===== src/rtl/mem_if_pkg.sv =====
// Shared types and constants for the memory initiator: FSM state encoding,
// command/size codes and the request legality check.
package mem_if_pkg;

    typedef enum logic [1:0] {
        ST_IDLE  = 2'd0,
        ST_CMD   = 2'd1,
        ST_RDATA = 2'd2,
        ST_RESP  = 2'd3
    } state_e;

    localparam logic CMD_READ  = 1'b0;
    localparam logic CMD_WRITE = 1'b1;

    localparam logic [1:0] SIZE_BYTE = 2'd0;
    localparam logic [1:0] SIZE_HALF = 2'd1;
    localparam logic [1:0] SIZE_WORD = 2'd2;

    // Size 3 and any access not aligned to its own width never reach the bus.
    function automatic logic req_illegal(input logic [1:0] size, input logic [1:0] addr_lo);
        logic bad;
        case (size)
            SIZE_BYTE: bad = 1'b0;
            SIZE_HALF: bad = addr_lo[0];
            SIZE_WORD: bad = (addr_lo != 2'b00);
            default:   bad = 1'b1;
        endcase
        return bad;
    endfunction

endpackage


===== src/rtl/mem_initiator_if.sv =====
// Core request/response channel plus the bus command, read and write channels.
// master = the initiator, slave = the core/bus environment around it.
interface mem_initiator_if #(
    parameter int ADDR_BITS = 32
);
    logic                 req_valid;
    logic                 req_ready;
    logic                 req_cmd;
    logic [1:0]           req_size;
    logic                 req_signed;
    logic [ADDR_BITS-1:0] req_addr;
    logic [31:0]          req_wdata;

    logic                 resp_valid;
    logic [31:0]          resp_data;
    logic                 resp_err;

    logic [ADDR_BITS-1:0] mem_addr;
    logic                 mem_cmd;
    logic [1:0]           mem_size;
    logic                 mem_valid;
    logic                 mem_ready;

    logic                 mem_r_ready;
    logic                 mem_r_valid;
    logic [31:0]          mem_r_data;
    logic                 mem_r_resp;

    logic                 mem_w_valid;
    logic                 mem_w_ready;
    logic [3:0]           mem_w_strb;
    logic [31:0]          mem_w_data;
    logic                 mem_w_resp;

    modport master (
        input  req_valid, req_cmd, req_size, req_signed, req_addr, req_wdata,
        input  mem_ready, mem_r_valid, mem_r_data, mem_r_resp, mem_w_ready, mem_w_resp,
        output req_ready, resp_valid, resp_data, resp_err,
        output mem_addr, mem_cmd, mem_size, mem_valid, mem_r_ready,
        output mem_w_valid, mem_w_strb, mem_w_data
    );

    modport slave (
        output req_valid, req_cmd, req_size, req_signed, req_addr, req_wdata,
        output mem_ready, mem_r_valid, mem_r_data, mem_r_resp, mem_w_ready, mem_w_resp,
        input  req_ready, resp_valid, resp_data, resp_err,
        input  mem_addr, mem_cmd, mem_size, mem_valid, mem_r_ready,
        input  mem_w_valid, mem_w_strb, mem_w_data
    );

endinterface


===== src/rtl/mem_lane_align.sv =====
// Byte-lane steering: store strobes and lane replication, and load lane
// extraction with zero/sign extension.
module mem_lane_align
    import mem_if_pkg::*;
(
    input  logic [1:0]  size,
    input  logic        sign_ext,
    input  logic [1:0]  addr_lo,
    input  logic [31:0] st_data,
    input  logic [31:0] ld_raw,
    output logic [3:0]  strb,
    output logic [31:0] st_lanes,
    output logic [31:0] ld_data
);

    logic [7:0]  ld_byte;
    logic [15:0] ld_half;

    always_comb begin
        strb     = 4'b0000;
        st_lanes = '0;
        ld_data  = '0;
        ld_byte  = ld_raw[{addr_lo, 3'b000} +: 8];
        ld_half  = addr_lo[1] ? ld_raw[31:16] : ld_raw[15:0];
        case (size)
            SIZE_BYTE: begin
                strb     = 4'b0001 << addr_lo;
                st_lanes = {4{st_data[7:0]}};
                ld_data  = {{24{sign_ext & ld_byte[7]}}, ld_byte};
            end
            SIZE_HALF: begin
                strb     = addr_lo[1] ? 4'b1100 : 4'b0011;
                st_lanes = {2{st_data[15:0]}};
                ld_data  = {{16{sign_ext & ld_half[15]}}, ld_half};
            end
            SIZE_WORD: begin
                strb     = 4'b1111;
                st_lanes = st_data;
                ld_data  = ld_raw;
            end
            default: ;
        endcase
    end

endmodule


===== src/rtl/mem_initiator.sv =====
// Single-outstanding load/store initiator bridging a core request port onto a
// split command/read/write bus, with alignment checking and a wait timeout.
//
// state    | meaning
// ST_IDLE  | ready for a core request
// ST_CMD   | command (and write data) presented on the bus
// ST_RDATA | waiting for read data
// ST_RESP  | one-cycle response pulse to the core
module mem_initiator
    import mem_if_pkg::*;
#(
    parameter int p_ADDR_BITS = 32,
    parameter int p_DATA_BITS = 32,
    parameter int p_TIMEOUT   = 255
) (
    input  logic            clk,
    input  logic            rst,
    mem_initiator_if.master bus
);

    localparam int TMR_BITS = (p_TIMEOUT < 2) ? 1 : $clog2(p_TIMEOUT + 1);
    localparam logic [TMR_BITS-1:0] TMR_LOAD = TMR_BITS'(p_TIMEOUT);

    state_e                 state_q, state_d;
    logic [p_ADDR_BITS-1:0] addr_q, addr_d;
    logic                   cmd_q, cmd_d;
    logic [1:0]             size_q, size_d;
    logic                   signed_q, signed_d;
    logic [31:0]            wdata_q, wdata_d;
    logic [p_DATA_BITS-1:0] data_q, data_d;
    logic                   err_q, err_d;
    logic [TMR_BITS-1:0]    tmr_q, tmr_d;

    logic [3:0]  lane_strb;
    logic [31:0] lane_wdata;
    logic [31:0] lane_rdata;
    logic        timeout_hit;

    mem_lane_align u_align (
        .size     (size_q),
        .sign_ext (signed_q),
        .addr_lo  (addr_q[1:0]),
        .st_data  (wdata_q),
        .ld_raw   (bus.mem_r_data),
        .strb     (lane_strb),
        .st_lanes (lane_wdata),
        .ld_data  (lane_rdata)
    );

    // Down-counter loaded on CMD entry; terminal count 1 marks the last allowed wait cycle.
    assign timeout_hit = (p_TIMEOUT != 0) && (tmr_q == TMR_BITS'(1));

    always_comb begin
        state_d  = state_q;
        addr_d   = addr_q;
        cmd_d    = cmd_q;
        size_d   = size_q;
        signed_d = signed_q;
        wdata_d  = wdata_q;
        data_d   = data_q;
        err_d    = err_q;
        tmr_d    = tmr_q;

        bus.req_ready   = 1'b0;
        bus.resp_valid  = 1'b0;
        bus.resp_data   = '0;
        bus.resp_err    = 1'b0;
        bus.mem_valid   = 1'b0;
        bus.mem_addr    = '0;
        bus.mem_cmd     = 1'b0;
        bus.mem_size    = '0;
        bus.mem_w_valid = 1'b0;
        bus.mem_w_strb  = '0;
        bus.mem_w_data  = '0;
        bus.mem_r_ready = 1'b0;

        // Reset forces every output low; the register block handles the state.
        if (!rst) begin
            if ((state_q == ST_CMD || state_q == ST_RDATA) && tmr_q != '0)
                tmr_d = tmr_q - 1'b1;

            case (state_q)
                ST_IDLE: begin
                    bus.req_ready = 1'b1;
                    if (bus.req_valid) begin
                        addr_d   = bus.req_addr;
                        cmd_d    = bus.req_cmd;
                        size_d   = bus.req_size;
                        signed_d = bus.req_signed;
                        wdata_d  = bus.req_wdata;
                        data_d   = '0;
                        if (req_illegal(bus.req_size, bus.req_addr[1:0])) begin
                            err_d   = 1'b1;
                            state_d = ST_RESP;
                        end else begin
                            err_d   = 1'b0;
                            tmr_d   = TMR_LOAD;
                            state_d = ST_CMD;
                        end
                    end
                end
                ST_CMD: begin
                    bus.mem_valid = 1'b1;
                    bus.mem_addr  = {addr_q[p_ADDR_BITS-1:2], 2'b00};
                    bus.mem_cmd   = cmd_q;
                    bus.mem_size  = size_q;
                    if (cmd_q == CMD_WRITE) begin
                        bus.mem_w_valid = 1'b1;
                        bus.mem_w_strb  = lane_strb;
                        bus.mem_w_data  = lane_wdata;
                    end
                    if (cmd_q == CMD_WRITE && bus.mem_ready && bus.mem_w_ready) begin
                        err_d   = bus.mem_w_resp;
                        data_d  = '0;
                        state_d = ST_RESP;
                    end else if (timeout_hit) begin
                        err_d   = 1'b1;
                        data_d  = '0;
                        state_d = ST_RESP;
                    end else if (cmd_q == CMD_READ && bus.mem_ready) begin
                        state_d = ST_RDATA;
                    end
                end
                ST_RDATA: begin
                    bus.mem_r_ready = 1'b1;
                    if (bus.mem_r_valid) begin
                        err_d   = bus.mem_r_resp;
                        data_d  = bus.mem_r_resp ? '0 : lane_rdata;
                        state_d = ST_RESP;
                    end else if (timeout_hit) begin
                        err_d   = 1'b1;
                        data_d  = '0;
                        state_d = ST_RESP;
                    end
                end
                ST_RESP: begin
                    bus.resp_valid = 1'b1;
                    bus.resp_data  = data_q;
                    bus.resp_err   = err_q;
                    state_d        = ST_IDLE;
                end
                default: state_d = ST_IDLE;
            endcase
        end
    end

    always_ff @(posedge clk) begin
        if (rst) begin
            state_q  <= ST_IDLE;
            addr_q   <= '0;
            cmd_q    <= 1'b0;
            size_q   <= '0;
            signed_q <= 1'b0;
            wdata_q  <= '0;
            data_q   <= '0;
            err_q    <= 1'b0;
            tmr_q    <= '0;
        end else begin
            state_q  <= state_d;
            addr_q   <= addr_d;
            cmd_q    <= cmd_d;
            size_q   <= size_d;
            signed_q <= signed_d;
            wdata_q  <= wdata_d;
            data_q   <= data_d;
            err_q    <= err_d;
            tmr_q    <= tmr_d;
        end
    end

endmodule


===== src/flat_wrapper.sv =====
// flat-port wrapper written by rule: the top's interface ports become plain ports
module mem_initiator_flat import mem_if_pkg::*;
#(
    parameter int p_ADDR_BITS = 32,
    parameter int p_DATA_BITS = 32,
    parameter int p_TIMEOUT   = 255
)
  (clk, rst, bus_req_valid, bus_req_cmd, bus_req_size, bus_req_signed, bus_req_addr, bus_req_wdata, bus_mem_ready, bus_mem_r_valid, bus_mem_r_data, bus_mem_r_resp, bus_mem_w_ready, bus_mem_w_resp, bus_req_ready, bus_resp_valid, bus_resp_data, bus_resp_err, bus_mem_addr, bus_mem_cmd, bus_mem_size, bus_mem_valid, bus_mem_r_ready, bus_mem_w_valid, bus_mem_w_strb, bus_mem_w_data);
  mem_initiator_if #(.ADDR_BITS(32)) bus_i ();
  input  logic clk;
  input  logic rst;
  input wire logic [$bits(bus_i.req_valid)-1:0] bus_req_valid;
  input wire logic [$bits(bus_i.req_cmd)-1:0] bus_req_cmd;
  input wire logic [$bits(bus_i.req_size)-1:0] bus_req_size;
  input wire logic [$bits(bus_i.req_signed)-1:0] bus_req_signed;
  input wire logic [$bits(bus_i.req_addr)-1:0] bus_req_addr;
  input wire logic [$bits(bus_i.req_wdata)-1:0] bus_req_wdata;
  input wire logic [$bits(bus_i.mem_ready)-1:0] bus_mem_ready;
  input wire logic [$bits(bus_i.mem_r_valid)-1:0] bus_mem_r_valid;
  input wire logic [$bits(bus_i.mem_r_data)-1:0] bus_mem_r_data;
  input wire logic [$bits(bus_i.mem_r_resp)-1:0] bus_mem_r_resp;
  input wire logic [$bits(bus_i.mem_w_ready)-1:0] bus_mem_w_ready;
  input wire logic [$bits(bus_i.mem_w_resp)-1:0] bus_mem_w_resp;
  output wire logic [$bits(bus_i.req_ready)-1:0] bus_req_ready;
  output wire logic [$bits(bus_i.resp_valid)-1:0] bus_resp_valid;
  output wire logic [$bits(bus_i.resp_data)-1:0] bus_resp_data;
  output wire logic [$bits(bus_i.resp_err)-1:0] bus_resp_err;
  output wire logic [$bits(bus_i.mem_addr)-1:0] bus_mem_addr;
  output wire logic [$bits(bus_i.mem_cmd)-1:0] bus_mem_cmd;
  output wire logic [$bits(bus_i.mem_size)-1:0] bus_mem_size;
  output wire logic [$bits(bus_i.mem_valid)-1:0] bus_mem_valid;
  output wire logic [$bits(bus_i.mem_r_ready)-1:0] bus_mem_r_ready;
  output wire logic [$bits(bus_i.mem_w_valid)-1:0] bus_mem_w_valid;
  output wire logic [$bits(bus_i.mem_w_strb)-1:0] bus_mem_w_strb;
  output wire logic [$bits(bus_i.mem_w_data)-1:0] bus_mem_w_data;
  assign bus_i.req_valid = bus_req_valid;
  assign bus_i.req_cmd = bus_req_cmd;
  assign bus_i.req_size = bus_req_size;
  assign bus_i.req_signed = bus_req_signed;
  assign bus_i.req_addr = bus_req_addr;
  assign bus_i.req_wdata = bus_req_wdata;
  assign bus_i.mem_ready = bus_mem_ready;
  assign bus_i.mem_r_valid = bus_mem_r_valid;
  assign bus_i.mem_r_data = bus_mem_r_data;
  assign bus_i.mem_r_resp = bus_mem_r_resp;
  assign bus_i.mem_w_ready = bus_mem_w_ready;
  assign bus_i.mem_w_resp = bus_mem_w_resp;
  assign bus_req_ready = bus_i.req_ready;
  assign bus_resp_valid = bus_i.resp_valid;
  assign bus_resp_data = bus_i.resp_data;
  assign bus_resp_err = bus_i.resp_err;
  assign bus_mem_addr = bus_i.mem_addr;
  assign bus_mem_cmd = bus_i.mem_cmd;
  assign bus_mem_size = bus_i.mem_size;
  assign bus_mem_valid = bus_i.mem_valid;
  assign bus_mem_r_ready = bus_i.mem_r_ready;
  assign bus_mem_w_valid = bus_i.mem_w_valid;
  assign bus_mem_w_strb = bus_i.mem_w_strb;
  assign bus_mem_w_data = bus_i.mem_w_data;
  mem_initiator #(.p_ADDR_BITS(p_ADDR_BITS), .p_DATA_BITS(p_DATA_BITS), .p_TIMEOUT(p_TIMEOUT)) u_core (.clk(clk), .rst(rst), .bus(bus_i));
endmodule

===== config.mk =====
export PLATFORM = sky130hd
export DESIGN_NAME = mem_initiator_flat
export DESIGN_NICKNAME = d
export VERILOG_FILES = /design/src/rtl/mem_if_pkg.sv /design/src/rtl/mem_initiator_if.sv /design/src/rtl/mem_lane_align.sv /design/src/rtl/mem_initiator.sv /design/src/flat_wrapper.sv
export SDC_FILE = /design/constraint.sdc
export NUM_CORES = 1
export LEC_CHECK = 0
export BUFFER_PORTS_ARGS = -buffer_cell sky130_fd_sc_hd__clkbuf_2
export CORE_ASPECT_RATIO = 0.75
export CORE_UTILIZATION = 45
export CTS_CLUSTER_SIZE = 12
export DETAILED_ROUTE_END_ITERATION = 12
export PLACE_DENSITY = 0.74
export SYNTH_ARGS = -nofsm -noshare
export SYNTH_HDL_FRONTEND = slang
export SYNTH_HIERARCHICAL = 1
export SYNTH_SLANG_ARGS = --single-unit

===== constraint.sdc =====
create_clock -name clk -period 3.6 [get_ports clk]
set_input_delay 0.36 -clock clk [delete_from_list [all_inputs] [get_ports clk]]
set_output_delay 0.36 -clock clk [all_outputs]
set_load 0.02 [all_outputs]

# Word-level counts from Yosys, hierarchy flattened
# Cells that the tools add are included.
[classes] n_shift=2 addsub=1 n_reduce_logical=14 n_eq_ne=11 n_bitwise=3 muxes=60
[op_table] op="$mux W32" n=12
[op_table] op="$pmux W32 S3" n=3
[op_table] op="$mux W8" n=4
[op_table] op="$shiftx A32 B6 Y8" n=1
[op_table] op="$mux W1" n=23
[op_table] op="$mux W2" n=9
[op_table] op="$mux W16" n=1
[op_table] op="$mux W4" n=4
[op_table] op="$pmux W4 S3" n=1
[op_table] op="$eq A2 B2 Y1 const B" n=4
[op_table] op="$eq A8 B1 Y1 const B" n=1
[op_table] op="$pmux W2 S4" n=1
[op_table] op="$reduce_bool A8 Y1" n=1
[op_table] op="$sub A8 B1 Y8 const B" n=1
[op_table] op="$eq A2 B1 Y1 const B" n=3
[op_table] op="$logic_not A2 Y1" n=3
[op_table] op="$pmux W1 S3" n=2
[op_table] op="$logic_and A1 B1 Y1" n=4
[op_table] op="$ne A4 B3 Y1 const B" n=1
[op_table] op="$reduce_and A2 Y1" n=2
[op_table] op="$shl A1 B2 Y4 const A" n=1
[op_table] op="$ne A3 B2 Y1 const B" n=1
[op_table] op="$reduce_and A3 Y1" n=1
[op_table] op="$reduce_bool A3 Y1" n=1
[op_table] op="5 further kinds" n=6
[word_totals] wordCells=100 register_bits=111

# Longest topological paths before layout
# Gate-level depths: netlist of the first run.
[logic_depth] word_depth=8 depth_mapped=8 depth_no_buf=6

# By module
# Netlist of the first run, hierarchy kept.
[by_module_without_submodules] module="mem_initiator" instances=1 cells_per_inst=587 area_per_inst_um2=4852.2
[by_module_without_submodules] module="mem_lane_align" instances=1 cells_per_inst=184 area_per_inst_um2=1138.6

# Least setup slack after synthesis of the first run
# Ideal clock, no wire load.
[synth_path] path_kind="register to register" start="register u_core.state_q[0]" end="register u_core.data_q[0]" arrival_time_ns=1.971 path_buffers=1 synth_period_minus_slack_ns=2.032 required_time_ns=3.539 stages_incl_launch_ff=8 setup_time_ns=0.061 slack_ns=1.568 path_cell_list="dfxtp_1 > inv_1 > ha_1 > nor2b_1 > nand2_1 > nor4_1 > clkbuf_1 > a32o_1"
[synth_via] elab_chain_cells=3
[synth_rtl] item="from (decl)" line="mem_initiator.sv:24" rtl="state_e state_q, state_d;"
[synth_rtl] item="from (signal assigned)" line="mem_initiator.sv:159" rtl="state_q <= state_d;"
[synth_rtl] item="$eq A2 B2 Y1 (tied with other cells)" line="mem_initiator.sv:82" rtl="case (state_q)"
[synth_rtl] item="$reduce_bool A3 Y1 (no line) or $ne A2 B2 Y1 (tied branches)"
[synth_rtl] item="$reduce_and A2 Y1 (no line)"
[synth_rtl] item="to (signal assigned)" line="mem_initiator.sv:165" rtl="data_q <= data_d;"
[synth_rtl] item="to (decl)" line="mem_initiator.sv:30" rtl="logic [p_DATA_BITS-1:0] data_q, data_d;"
# Several ways; a longest one is shown, not always the timed one.
# A chain may end at the register's enable or synchronous reset.

# Worst setup path in the final report of the first run
[layout_path] start="register u_core.addr_q[1]" end="output bus_mem_w_strb[0]"
[layout_via] elab_chain_cells=5
[layout_rtl] item="from (decl)" line="mem_initiator.sv:25" rtl="logic [p_ADDR_BITS-1:0] addr_q, addr_d;"
[layout_rtl] item="from (signal assigned)" line="mem_initiator.sv:160" rtl="addr_q <= addr_d;"
[layout_rtl] item="$mux W4 or $shl A1 B2 Y4 (tied branches)" line="mem_lane_align.sv:32, mem_lane_align.sv:27"
[layout_rtl] item="$pmux W4 S3 (*)" line="mem_lane_align.sv:25" rtl="case (size)"
[layout_rtl] item="via u_core.lane_strb[0]" line="mem_initiator.sv:34" rtl="logic [3:0] lane_strb;"
[layout_rtl] item="$mux W4 (*)" line="mem_initiator.sv:107" rtl="if (cmd_q == CMD_WRITE) begin"
[layout_rtl] item="$mux W4 (*)" line="mem_initiator.sv:82"
[layout_rtl] item="$mux W4 (*)" line="mem_initiator.sv:78" rtl="if (!rst) begin"
[layout_rtl] item="to (decl)" line="flat_wrapper.sv:34" rtl="output wire logic [$bits(bus_i.mem_w_strb)-1:0] bus_mem_w_strb;"
# The timed path passes the listed nets; every way through them passes the cells marked *.

==> reports/metrics.yaml, run 1 <==
synth:
  synthesis.instances: 771
  synth_area_leaders: "dfxtp_1, nand2_1, and2_1"
  yosysTopAreaCell: "dfxtp_1"
  synth_area_um2: 5990
  ys_warn_count: 6
  yosys-top-cells-count: "nand2_1, dfxtp_1, a21oi_1"
  yosysSeqAreaShare_pct: 37.1
  ys_ff_latch: 111
  async_flop_share_pct: 0
  ys_dominant_reg_cell: "dfxtp_1"
  synth_edf_count: 0
  synth_most_common_cell: "nand2_1"
  yosysUniqueCellTypes: 52
  syn-mean-instance-area_um2: 7.77
  synth_top_area_share_pct: 37.1
power_and_ir_drop:
  vdd_ir_drop_max_mv: 0.256
  p_per_area_nw_per_um2: 541
  p_seq_share_pct: 38.7
  power.leakage_uw: 0.00356
  power_frac_comb_pct: 36.1
  power_switching_uw: 1570
  p_int_uw: 2420
  clockPowerShare_pct: 25.2
  switching_share_pct: 39.3
clock_tree:
  clkTransAtPathRegs_ns: 0.08
  clock-root-buffer: "clkbuf_16"
  cts.sinks: 111
  clk_latency_ns: 0.35
  cts-buffers-inserted: 9
  hold_buffers: 0
  htreeDepth: 3
  clock_path_buffers: 2
  cts_tree: "yes"
  postCtsSetupBuffers: 0
  cts_resized: 0
die:
  ios: 217
  coreArea_um2: 13000
  start_util_pct: 46.2
  die-area_um2: 13800
  rows: 36
  dieHeight_um: 102
  die_x_um: 135
global_routing:
  antenna_found_initial: 0
  grt_max_degree: 71
  track_usage_pct: 25.0
  grt.overflow.total: 0
  grt_pass1_wl_um: 27300
  grt_pass1_vias: 5205
layout:
  diodes: 0
  multi_input_area_um2: 3390
  drive_gt1_share_pct: 28.5
  regArea_um2: 2220
  nFillCells: 1255
  final_core_util_pct: 56.8
  areaGrowthSynthToFinish_pct: 22.9
  fin_nets: 1053
detailed_routing:
  drtPass1Iterations: 5
  drt_iter0_markers: 581
  routed-via-count: 6139
  wire_per_inst_um: 15.7
  vias_per_cell: 5.51
  drcViolationCount: 0
  finalWirelength_um: 17500
  route.antenna.remaining_nets: 0
critical_path:
  cp.required_ns: 3.24
  cp-start-kind: "flop"
  reg2reg_depth: 4
  cp.arrival_ns: 2.29
  critical_path_class: "flop to output pin"
  regToRegSetupSlack_ns: 1.34
  regToRegStartpoint: "u_core/addr_q[1]"
  crit_fanout: 18
  cp-end-kind: "output pin"
  rr_endpoint: "u_core/data_q[18]"
timing:
  maxSlewHeadroom_pct: 45.2
  fin_crit_sh_pct: 73.6
  finClkSkew_ns: 0.0111
  min_period_ns: 2.65
  hold_viol: 0
  rsz0062_at_grt: "no"
  tns_ns: 0
  setup_viol: 0
  worstMarginPinSlew_ns: 0.821
  slew_viol_final: 0
  clock.fmax_ghz: 0.378
place:
  portBuffers: 214
  dp_hpwl_um: 12300
  routabilityCongestion: 0.906
hold_path:
  worst_hold_path.endpoint: "u_core/addr_q[21]"
  hold_depth: 3
  min-delay-path-class: "input port to flop"
  worstHoldStart: "bus_req_addr[21]"
run:
  cap_viol_max_count: 0
run_status:
  status: "complete, no violations"
[state kept, by name (all words and copies together), names as in the netlist]
signal	flops
u_core/tmr_q	8
u_core/addr_q	32
u_core/signed_q	1
u_core/data_q	32
u_core/size_q	2
u_core/wdata_q	32
u_core/cmd_q	1
u_core/err_q	1
u_core/state_q	2
[logic make-up after synthesis]
kind of cell | Yosys count | synth area share, %
multiplexers | 11 | 2.23
XOR/XNOR | 2 | 0.292
buffers and inverters | 91 | 6.79
AND/OR/NAND/NOR | 328 | 27.2
other | 1 | 0.0626
adder cells (fa/ha/maj) | 6 | 1.25
AO/OA/AOI/OAI | 221 | 25.1
flip-flops | 111 | 37.1
[metrics by stage]
stage	cell area, µm²	cells	setup slack, ns	power (µW)	hold WS, ns
floorplan	5990	772	1.57	2650	0.432
global placement	7070	1099	1.45	2960	0.437
detailed placement	7070	1099	1.40	2970	0.442
CTS	7360	1115	1.00	3990	0.206
global route	7360	1115	0.817	4250	0.206
finish	7360	1115	0.952	3980	0.215
[cell type report]
class                   count  area share [%]
clock buffers               9            3.06
clock inverters             7           0.935
inverters                  19           0.969
multi-input cells         570            46.0
flip-flops and latches    111            30.2
well taps                 171            2.91
repair buffers            228            16.0
[power groups by stage]
stage	registers, µW	logic [µW]	clock network, µW
finish	1540	1440	1000
CTS	1540	1420	1030
detailed placement	1560	1410	0
floorplan	1520	1130	0
global placement	1560	1400	0
global route	1570	1600	1080
[worst max-delay path by stage]
stage | end | slack, ns | cells after the start | start
2_1_floorplan | u_core/data_q[0] | 1.57 | 7 | u_core/state_q[0]
3_3_place_gp | bus_mem_w_strb[0] | 1.45 | 5 | u_core/addr_q[1]
3_5_place_dp | bus_mem_w_strb[0] | 1.40 | 5 | u_core/addr_q[1]
4_1_cts | bus_mem_w_strb[0] | 1.00 | 5 | u_core/addr_q[1]
5_1_grt | bus_mem_w_strb[0] | 0.82 | 5 | u_core/addr_q[1]
6_report | bus_mem_w_strb[0] | 0.95 | 5 | u_core/addr_q[1]
[metal layers]
metal,GRT usage (%),wire length (µm),share of wire [%]
met1,37.5,8350,48
met3,6.60,1630,9.3
met4,6.48,230,1.3
met5,0,0,0
met2,34.9,7320,42
[cells in the final DEF (no fill, tap or decap), types with 3 or more instances in the layout]
cell type  synthesis  final
clkbuf_2           0    213
nand2_1          166    165
dfxtp_1          111    111
a21oi_1           93     93
and2_1            75     74
and3_1            37     37
a32o_1            34     34
o21ai_0           23     23
inv_1             18     18
nor2b_1           18     17
a211o_1           17     17
buf_4              3     14
o31ai_1           12     12
clkbuf_16          0      9
nor2_1            10      9
a31oi_1            9      9
mux2_2             9      9
a21o_1             9      9
a32oi_1            8      8
o211ai_1           7      7
ha_1               6      6
inv_8              0      3
inv_6              0      3
or4_1              3      3
[critical path, cell delays in order (launching register included)]
cell	delay, ns
dfxtp_1	0.78
inv_1	0.13
a21oi_1	0.61
nor2_1	0.08
and3_1	0.19
clkbuf_2	0.15
No activity file was read; power rests on OpenSTA's default activity.
==> inputs of run 2 (changes only) <==
==> constraint.sdc (replaced) <==
create_clock -name clk -period 2.5 [get_ports clk]
set_input_delay 0.25 -clock clk [delete_from_list [all_inputs] [get_ports clk]]
set_output_delay 0.25 -clock clk [all_outputs]
set_load 0.02 [all_outputs]
==> run 2 against run 1 <==
Compared with the run above:
- routed wire length increased by 0.28%
- clock skew decreased by 0.0057 ns
- combinational power grew 47%
- power grew 43%
- setup slack got worse by 0.76 ns
- largest cell class unchanged
- critical path type unchanged
- clock-buffer cell count is the same
- sequential power is 44% higher
- sequential share of layout area decreased by 0.15 points
- highest routed layer unchanged
==> reports/metrics.yaml, run 2 (same netlist as run 1, synthesis figures left out) <==
power_and_ir_drop:
  p_per_area_nw_per_um2: 770  # +42%
  power.leakage_uw: 0.00358  # +0.57%
  power_uw: 5700  # +43%
  vdd_ir_drop_max_mv: 0.667  # +160%
critical_path:
  crit_path_top_delay_cell: "a21oi_1"
  cp.arrival_ns: 2.06  # -0.23 ns
  cp.required_ns: 2.25  # -0.99 ns
  slowest_delay_ns: 0.61  # -0.17 ns
  crit_fanout: 10  # -8
  crit_family: "compound AO/OA/AOI/OAI gates"
  cp-end-kind: "output pin"
  critical_path_class: "flop to output pin"
  reg2reg_depth: 6  # +2
  regToRegStartpoint: "u_core/state_q[0]"
  critPathLaunch: "u_core/addr_q[0]"
  worst-path-buf-inv: 1  # -1
  cp-start-kind: "flop"
  cp.depth: 5  # unchanged
  worstPathCellList: "nand2b_1 > a21oi_1 > nor2_1 > and3_1 > clkbuf_2"
detailed_routing:
  drcViolationCount: 0  # unchanged
  drt_iter0_markers: 509  # -12%
  vias_per_cell: 5.51  # +0.15%
  routed-via-count: 6181  # +0.68%
  wire_per_inst_um: 15.7  # -0.26%
  drtPass1Iterations: 5  # unchanged
  finalWirelength_um: 17600  # +0.28%
  route.antenna.remaining_nets: 0  # unchanged
die:
  coreArea_um2: 13000  # unchanged
  rows: 36  # unchanged
  ios: 217  # unchanged
  die-area_um2: 13800  # unchanged
  start_util_pct: 46.2  # unchanged
  die_x_um: 135  # unchanged
  dieHeight_um: 102  # unchanged
layout:
  fin_nets: 1059  # +0.57%
  final_cell_mix: "clkbuf_2, nand2_1, dfxtp_1"
  layout_commonest_cell: "clkbuf_2"
  final_core_util_pct: 57.1  # +0.29 points
  nFillCells: 1287  # +2.5%
  top_regs: "u_core/addr_q: 32 flops, u_core/data_q: 32 flops, u_core/wdata_q: 32 flops"
  areaGrowthSynthToFinish_pct: 23.5
  diodes: 0  # unchanged
  drive_gt1_share_pct: 28.9  # +0.45 points
clock_tree:
  clock_path_buffers: 2  # unchanged
  htreeDepth: 3  # unchanged
  clock-root-buffer: "clkbuf_16"
  clk_latency_ns: 0.35  # about the same
  cts_tree: "yes"
  cts.sinks: 111  # unchanged
  cts-buffers-inserted: 9  # unchanged
  clkTransAtPathRegs_ns: 0.08  # about the same
  postCtsSetupBuffers: 0  # unchanged
run:
  cap_viol_max_count: 0  # unchanged
timing:
  rsz0062_at_grt: "no"
  clock.fmax_ghz: 0.433
  whs_ns: 0.113  # -0.102 ns
  hold_viol: 0  # unchanged
  worstMarginPinSlew_ns: 0.761  # -0.0597 ns
  finClkSkew_ns: 0.00543  # -0.00569 ns
  maxSlewHeadroom_pct: 49.2  # +4.0 points
  slew_viol_final: 0  # unchanged
  min_period_ns: 2.31
  tns_ns: 0  # unchanged
  setup_viol: 0  # unchanged
  fin_crit_sh_pct: 92.4
hold_path:
  min-delay-path-class: "input port to flop"
  worstHoldStart: "bus_req_wdata[27]"
  hold_depth: 3  # unchanged
place:
  dp_hpwl_um: 12400  # +1.1%
  portBuffers: 214  # unchanged
  routabilityCongestion: 0.886  # -2.2%
global_routing:
  grt_max_degree: 57  # -20%
  grt_pass1_vias: 5155  # -0.96%
  grt.overflow.total: 0  # unchanged
  antenna_found_initial: 0  # unchanged
  track_usage_pct: 24.6  # -0.40 points
  grt_pass1_wl_um: 26900  # -1.5%
run_status:
  status: "complete, no violations"
==> run 2: where the power goes <==
group / total, µW / internal (µW) / switching [µW] / leakage [µW]
combinational: 2110 / 765 / 1350 / 0.00253
clock: 1380 / 688 / 688 / 0.000136
sequential: 2210 / 2020 / 185 / 0.000906
total: 5700 / 3480 / 2220 / 0.00358
==> run 2: metrics by stage <==
step / instance area, µm² / worst slack (ns) / std cells
6_report: 7400 / 0.190 / 1121
5_1_grt: 7400 / 0.0474 / 1121
4_1_cts: 7400 / 0.0536 / 1121
3_5_place_dp: 7110 / 0.398 / 1105
3_3_place_gp: 7110 / 0.440 / 1105
2_1_floorplan: 5990 / 0.468 / 772
==> run 2: tightest hold or removal path, stage by stage <==
cell and delay [ns]:
clkbuf_2 0.08, nand2_1 0.04, a21oi_1 0.05
==> run 2: path summary, 6_finish.rpt <==
path / end / slack [ns]
worst max register to register: u_core/tmr_q[6] / 0.34
worst min register to register: u_core/addr_q[27] / 0.45
worst max-delay path: bus_mem_w_strb[0] / 0.19
worst min-delay path: u_core/wdata_q[27] / 0.11
==> run 2: cell type report <==
type / instances / area [µm²] / area share [%]
multi-input cells: 570 / 3390 / 45.8
flip-flops and latches: 111 / 2220 / 30.0
repair buffers: 234 / 1220 / 16.5
clock buffers: 9 / 225 / 3.04
well taps: 171 / 214 / 2.89
inverters: 19 / 71.3 / 0.964
clock inverters: 7 / 56.3 / 0.761
==> run 2: what timing repair did <==
item / in CTS / in global routing
hold buffers: 0 / 0
gates resized for setup: 0 / 1
endpoints found under the setup margin: 0 / 8
==> run 2: layer usage <==
metal | part of all wire, % | global-route usage, % | vias up | wire length, µm
li1 | - | - | 3038 | -
met5 | 0 | 0 | - | 0
met4 | 1.2 | 5.96 | 0 | 215
met2 | 42 | 35.5 | 277 | 7420
met3 | 8.9 | 5.41 | 18 | 1560
met1 | 48 | 36.8 | 2848 | 8390
